`config.mk`:
```
export PLATFORM = sky130hd
export DESIGN_NAME = mem_access_unit
export DESIGN_NICKNAME = d
export VERILOG_FILES = /design/src/rtl/mem_access_unit.sv
export SDC_FILE = /design/constraint.sdc
export NUM_CORES = 1
export LEC_CHECK = 0
export CELL_PAD_IN_SITES_DETAIL_PLACEMENT = 1
export CELL_PAD_IN_SITES_GLOBAL_PLACEMENT = 2
export CORE_ASPECT_RATIO = 0.7
export CORE_MARGIN = 2
export CORE_UTILIZATION = 28
export CTS_CLUSTER_DIAMETER = 80
export CTS_CLUSTER_SIZE = 40
export DETAILED_ROUTE_END_ITERATION = 8
export PLACE_DENSITY_LB_ADDON = 0.1
export SKIP_LAST_GASP = 1
export SYNTH_ARGS = -nofsm -noshare
export SYNTH_HDL_FRONTEND = slang
export SYNTH_SLANG_ARGS = --single-unit
```
`constraint.sdc`:
```
create_clock -name clock -period 5.1 [get_ports clock]
set_input_delay 0.51 -clock clock [delete_from_list [all_inputs] [get_ports clock]]
set_output_delay 0.51 -clock clock [all_outputs]
set_load 0.03 [all_outputs]
```
`src/rtl/mem_access_unit.sv`:
```
// Load/store unit between a simple request port and a big-endian byte-addressed memory.
// Define MEM_ACCESS_MISALIGN_TRAP_EN to reject misaligned halfword/word requests.
module mem_access_unit #(
   parameter int unsigned MEM_DEPTH = 250000
) (
   input  logic        clock,
   input  logic        reset,
   input  logic        req_valid,
   output logic        req_ready,
   input  logic        req_store,
   input  logic [1:0]  req_size,
   input  logic        req_unsigned,
   input  logic [31:0] req_addr,
   input  logic [31:0] req_wdata,
   output logic        resp_valid,
   output logic [31:0] resp_rdata,
   output logic        resp_err,
   output logic [31:0] w_addr_32,
   output logic [31:0] w_data_in_32,
   input  logic [31:0] w_data_out_32,
   output logic        rw,
   output logic        en
);

   localparam logic [1:0] SZ_BYTE = 2'b00;
   localparam logic [1:0] SZ_HALF = 2'b01;
   localparam logic [1:0] SZ_WORD = 2'b10;
   localparam logic [1:0] SZ_RSVD = 2'b11;

   typedef enum logic [2:0] {IDLE, READ, WRITE, DONE, ERR} state_t;

   state_t      state_q, state_d;
   logic        store_q, store_d;
   logic [1:0]  size_q, size_d;
   logic        uns_q, uns_d;
   logic [15:0] wdata_q, wdata_d;
   logic [31:0] addr_q, addr_d;
   logic [31:0] mem_wdata_q, mem_wdata_d;
   logic        en_q, en_d;
   logic        rw_q, rw_d;
   logic        req_ready_q, req_ready_d;
   logic        resp_valid_q, resp_valid_d;
   logic        resp_err_q, resp_err_d;
   logic [31:0] resp_rdata_q, resp_rdata_d;
   logic        out_of_range;
   logic        misalign;
   logic        bad_req;

   // The memory delivers the addressed byte in [31:24], so narrow loads take the top bits.
   function automatic logic [31:0] load_extend(input logic [31:0] rd, input logic [1:0] size,
                                               input logic uns);
      logic [31:0] r;
      case (size)
         SZ_BYTE: r = uns ? {24'd0, rd[31:24]} : {{24{rd[31]}}, rd[31:24]};
         SZ_HALF: r = uns ? {16'd0, rd[31:16]} : {{16{rd[31]}}, rd[31:16]};
         default: r = rd;
      endcase
      return r;
   endfunction

   function automatic logic [31:0] merge_store(input logic [31:0] rd, input logic [15:0] wd,
                                               input logic [1:0] size);
      return (size == SZ_BYTE) ? {wd[7:0], rd[23:0]} : {wd, rd[15:0]};
   endfunction

   assign out_of_range = ({1'b0, req_addr} + 33'd3) > 33'(MEM_DEPTH);
`ifdef MEM_ACCESS_MISALIGN_TRAP_EN
   assign misalign = ((req_size == SZ_HALF) && req_addr[0]) ||
                     ((req_size == SZ_WORD) && (req_addr[1:0] != 2'b00));
`else
   assign misalign = 1'b0;
`endif
   assign bad_req = (req_size == SZ_RSVD) || out_of_range || misalign;

   always_comb begin
      state_d      = state_q;
      store_d      = store_q;
      size_d       = size_q;
      uns_d        = uns_q;
      wdata_d      = wdata_q;
      addr_d       = addr_q;
      mem_wdata_d  = mem_wdata_q;
      en_d         = en_q;
      rw_d         = rw_q;
      resp_valid_d = 1'b0;
      resp_err_d   = 1'b0;
      resp_rdata_d = '0;
      case (state_q)
         IDLE: begin
            if (req_valid && req_ready_q) begin
               store_d = req_store;
               size_d  = req_size;
               uns_d   = req_unsigned;
               wdata_d = req_wdata[15:0];
               addr_d  = req_addr;
               if (bad_req) begin
                  state_d      = ERR;
                  resp_valid_d = 1'b1;
                  resp_err_d   = 1'b1;
               end else if (req_store && (req_size == SZ_WORD)) begin
                  state_d     = WRITE;
                  en_d        = 1'b1;
                  rw_d        = 1'b0;
                  mem_wdata_d = req_wdata;
               end else begin
                  state_d = READ;
                  en_d    = 1'b1;
                  rw_d    = 1'b1;
               end
            end
         end
         READ: begin
            // Sub-word stores reuse the read as the first half of a read-modify-write.
            if (store_q) begin
               state_d     = WRITE;
               rw_d        = 1'b0;
               mem_wdata_d = merge_store(w_data_out_32, wdata_q, size_q);
            end else begin
               state_d      = DONE;
               en_d         = 1'b0;
               rw_d         = 1'b1;
               resp_valid_d = 1'b1;
               resp_rdata_d = load_extend(w_data_out_32, size_q, uns_q);
            end
         end
         WRITE: begin
            state_d      = DONE;
            en_d         = 1'b0;
            rw_d         = 1'b1;
            resp_valid_d = 1'b1;
         end
         default: begin
            state_d = IDLE;
            en_d    = 1'b0;
            rw_d    = 1'b1;
         end
      endcase
      req_ready_d = (state_d == IDLE);
   end

   always_ff @(posedge clock or posedge reset) begin
      if (reset) begin
         state_q      <= IDLE;
         store_q      <= 1'b0;
         size_q       <= SZ_BYTE;
         uns_q        <= 1'b0;
         wdata_q      <= '0;
         addr_q       <= '0;
         mem_wdata_q  <= '0;
         en_q         <= 1'b0;
         rw_q         <= 1'b1;
         req_ready_q  <= 1'b1;
         resp_valid_q <= 1'b0;
         resp_err_q   <= 1'b0;
         resp_rdata_q <= '0;
      end else begin
         state_q      <= state_d;
         store_q      <= store_d;
         size_q       <= size_d;
         uns_q        <= uns_d;
         wdata_q      <= wdata_d;
         addr_q       <= addr_d;
         mem_wdata_q  <= mem_wdata_d;
         en_q         <= en_d;
         rw_q         <= rw_d;
         req_ready_q  <= req_ready_d;
         resp_valid_q <= resp_valid_d;
         resp_err_q   <= resp_err_d;
         resp_rdata_q <= resp_rdata_d;
      end
   end

   assign req_ready    = req_ready_q;
   assign resp_valid   = resp_valid_q;
   assign resp_err     = resp_err_q;
   assign resp_rdata   = resp_rdata_q;
   assign w_addr_32    = addr_q;
   assign w_data_in_32 = mem_wdata_q;
   assign en           = en_q;
   assign rw           = rw_q;

endmodule

```
Yosys cells after proc, flatten, opt, wreduce, memory -nomap -nowiden
Cells that the tools add are included. Widths: inputs -> output; s select.

Add/sub/neg operators: 1. $lt $le $gt $ge: 1. Equal/unequal tests: 10. Mux-type cells: 29. Reduce and logical (&&, ||, !) cells: 11.

Operator list (count): $mux 32 (9); $pmux 32 s2 (2); $add 32x2->33 const B (1); $gt 33x18->1 const B (1); $mux 1 (11); $ne 2x2->1 const B (5); $pmux 3 s3 (1); $logic_not 3->1 (2); $mux 3 (2); $reduce_and 5->1 (1); $eq 2x2->1 const B (2); $pmux 1 s2 (2); $reduce_and 2->1 (2); $eq 3x1->1 const B (1); $eq 3x2->1 const B (1); $pmux 1 s3 (1); $reduce_and 3->1 (1); $eq 2x1->1 const B (1); $logic_and 1x1->1 (2); $logic_not 2->1 (1); $mux 2 (1); $reduce_bool 2->1 (1); $logic_or 1x1->1 (1).

Register bits after elaboration: 124. Input port bits: 103. Output and inout port bits: 101. Logic and storage cells: 65.

Logic depth before layout (Yosys ltp)
Depth in word-level cells: 7. Mapped depth: 10. Depth with buffers taken out: 8.

Worst setup path after synthesis
Ideal clock, no wire load.

Kind: input to register. Start: in req_addr[8]. End: reg mem_wdata_q[16] (netlist: w_data_in_32[16]). Library setup time: 0.125 ns. Arrival time: 2.471 ns. Required time: 4.975 ns. Path slack: 2.504 ns. Stages on the path: 10. Path buffers: 2. Cell sequence: nand4_1 -> or4_1 -> o31a_1 -> nor3_1 -> and4bb_2 -> o211ai_4 -> nand2b_2 -> buf_6 -> buf_6 -> mux2_4.

Longest elaborated chain between the ends: 5.

Ends and longest elaborated chain: from (decl) (line 13) `input logic [31:0] req_addr,`; $add 32x2->33 (line 66) `assign out_of_range = ({1'b0, req_addr} + 33'd3) > 33'(MEM_DEPTH);`; $gt 33x18->1 (line 66); $logic_or 1x1->1 (line 73) `assign bad_req = (req_size == SZ_RSVD) || out_of_range || misalign;`; $ne 2x2->1 (no source line); $reduce_and 5->1 (no source line); to (signal assigned) (line 163) `mem_wdata_q <= mem_wdata_d;`; to (decl) (line 38) `logic [31:0] mem_wdata_q, mem_wdata_d;`.

Every way passes these cells. A chain may end at the register's enable or synchronous reset.

Worst setup path after layout
Start: in req_addr[4]. End: reg mem_wdata_q[16] (netlist: w_data_in_32[16]).

Same word-level chain as after synthesis.

==> impl_metrics.json <==
{
  "drtIter0Drc": 211,
  "yosys.cell_count.top_type": "dfrtp_1",
  "tightest_slew_ps": 1150,
  "ys_seq_elements": 124,
  "h-tree-depth": 4,
  "grt_usage_pct": 19.2,
  "setup_tns_ps": 0,
  "ys.flop_type": "dfrtp_1",
  "fillers": 2170,
  "criticalPathCategory": "in -> reg",
  "grt_max_degree": 83,
  "critical_path_required_ps": 5400,
  "gp_congestion": 0.742,
  "drv_slew": 0,
  "period_share_pct": 74.4,
  "syn_avg_cell_area_um2": 11.2,
  "cts_setup_buffers": 0,
  "syn2layout_area_growth_pct": 50.8,
  "port_buffers": 203,
  "whs_ps": 503,
  "max_freq_mhz": 264,
  "clock-root-buffer": "clkbuf_16",
  "fp.coreArea_mm2": 0.0199,
  "maxSlewHeadroom_pct": 23.1,
  "wire_per_inst_um": 20.3,
  "final.min_clock_period_ps": 3790,
  "post-route-drc-count": 0,
  "max_stage_delay_ps": 690,
  "clock-sinks": 124,
  "rsz0062_at_grt": "no",
  "cp_max_fo": 32,
  "hold_viol_final": 0,
  "worst-path-buf-inv": 1,
  "die-area_mm2": 0.0216,
  "vias": 4794,
  "fin_worst_skew_ps": 7.81,
  "p_per_area_mw_per_mm2": 636,
  "routed_wl_mm": 20.1,
  "syn_inst": 510,
  "post_drt_via_cell_ratio": 4.84,
  "synth_top_area_cell": "dfrtp_1",
  "power_mw": 5.49,
  "num-nets-final": 811,
  "worst_setup_path_start_kind": "input port",
  "ir_drop_mv": 0.264,
  "maxCapViolCount": 0,
  "yosys.area.top_type_share_pct": 53.4,
  "cp-end-kind": "flop",
  "setup_viol": 0,
  "overflow": 0,
  "clk_latency_ps": 420,
  "seq_area_frac_synth_pct": 54.3,
  "rows": 43,
  "hold_path_class": "reg -> reg",
  "grt_pass1_vias": 5166,
  "hold_buffers": 0,
  "ios": 204,
  "yosys-top-cells-area": "dfrtp_1 (53%), mux2_2 (10%), a21oi_1 (4.4%)",
  "critPathArrivalTime_ps": 4090,
  "syn_nets": 613,
  "outcome": "completed",
  "cp_cell_sequence": "clkdlybuf4s50_1, o2111ai_4, nor4_1, mux2i_1, nor3_1, and4bb_2, o211ai_4, nand2b_2, mux2_4",
  "die_w_um": 175,
  "leakagePower_nw": 3.60,
  "path_clk_slew_ps": 60,
  "fin_ws_ps": 1310,
  "die_y_um": 124,
  "place_hpwl_mm": 15.1,
  "drt-pass1-iter-count": 6,
  "dpl_worst_slack_ps": 827,
  "drive_gt1_share_pct": 15.7,
  "synth_common_cells": "dfrtp_1 (122), nand2_1 (61), mux2_2 (53)",
  "ant_nets": 0,
  "synth_edf_count": 0,
  "clockBufferDepth": 2,
  "netlist_area_mm2": 0.00572,
  "regArea_mm2": 0.00311,
  "grt_pass1_wl_mm": 30.7,
  "num_antenna_cells": 0,
  "start_util_pct": 28.7,
  "cts-resized-gates": 0,
  "cp_top_family": "simple AND/OR/NAND/NOR gates",
  "multi_input_area_mm2": 0.00242,
  "tritoncts": "done",
  "yosysWarnings": 0,
  "crit_path_top_delay_cell": "nand2b_2",
  "yosysUniqueCellTypes": 49,
  "async_flop_share_pct": 100,
  "antenna_found_initial": 0,
  "cts_buffers": 17
}
[worst paths after layout]
kind	slack [ps]	startpoint	endpoint	cells past startpoint
worst min register to register	500	w_addr_32[22]	w_addr_32[22]	1
max in group asynchronous	3360	reset	w_data_in_32[24]	3
worst min-delay path	500	w_addr_32[22]	w_addr_32[22]	1
min in group asynchronous	610	reset	w_addr_32[28]	2
worst max register to register	1490	state_q[1]	w_data_in_32[31]	9
worst max-delay path	1310	req_addr[4]	w_data_in_32[16]	9
[worst reg2reg max path, cell delays in order, from the launching register on]
cell and delay [ps]:
dfrtp_1 410, nand2b_1 200, nor2_1 120, buf_4 250
and2_1 760, a21oi_1 80, nor2_1 210, o211ai_4 250
nand2b_2 780, mux2_2 420
[cell usage in the layout (no fill, tap or decap), drive strengths merged, types with 2 or more instances in the layout]
cell type and n:
a21oi 50, a22oi 7, a31oi 2, a32oi 16, and2 4, and3 2
buf 4, bufinv 4, clkbuf 18, clkdlybuf4s50 203, clkinv 7, clkinvlp 3
dfrtp 122, dfstp 2, inv 18, mux2 67, mux2i 25, nand2 61
nand2b 5, nand3 4, nand4 4, nor2 34, nor2b 2, nor3 8
nor4 4, o211ai 2, o21ai 21, o31a 3, o41ai 2, or4 2
[metrics by stage]
step	area [um2]	instances	utilization (%)
5_1_grt	8620	991	43.3
3_5_place_dp	8000	959	40.2
3_3_place_gp	8000	959	40.2
2_1_floorplan	5720	510	-
4_1_cts	8620	991	43.3
6_report	8620	991	43.3
[logic make-up (layout without fill, tap and decap cells)]
| logic type | after synthesis | in the layout | synth area share (%) |
|---|---|---|---|
| compound gates | 112 | 112 | 12.8 |
| xor+xnor | 1 | 1 | 0.153 |
| buf+inv | 46 | 257 | 3.59 |
| flops | 124 | 124 | 54.3 |
| mux | 92 | 92 | 18.5 |
| simple gates | 135 | 135 | 10.7 |
[where the power goes]
part	total (mW)	internal, mW	switching [mW]	leakage (nW)
Combinational	2.54	1.12	1.42	1.76
Sequential	1.66	1.39	0.265	1.55
Clock	1.28	0.819	0.466	0.296
Total	5.49	3.34	2.15	3.60
[layer usage]
| layer | routed length (um) | up-vias | GRT usage, % |
|---|---|---|---|
| li1 | - | 2225 | - |
| met1 | 10000 | 2422 | 27.8 |
| met2 | 8650 | 129 | 27.6 |
| met3 | 1220 | 18 | 5.93 |
| met4 | 201 | 0 | 5.36 |
| met5 | 0 | - | 0 |
[cell type report]
| type | instances | share of cell area [%] |
|---|---|---|
| Clock buffer | 18 | 4.98 |
| Multi-Input combinational cell | 340 | 28.0 |
| Timing Repair Buffer | 207 | 23.9 |
| Clock inverter | 14 | 2.28 |
| Sequential cell | 124 | 36.0 |
| Tap cell | 270 | 3.92 |
| Inverter | 18 | 0.842 |
[sequential cells by signal, summed over array words and instances, names as in the netlist]
| name | count |
|---|---|
| en | 1 |
| req_ready | 1 |
| resp_err | 1 |
| resp_rdata | 32 |
| resp_valid | 1 |
| rw | 1 |
| size_q | 2 |
| state_q | 3 |
| store_q | 1 |
| uns_q | 1 |
| w_addr_32 | 32 |
| w_data_in_32 | 32 |
| wdata_q | 16 |
Power figures use the tool's default switching activity.
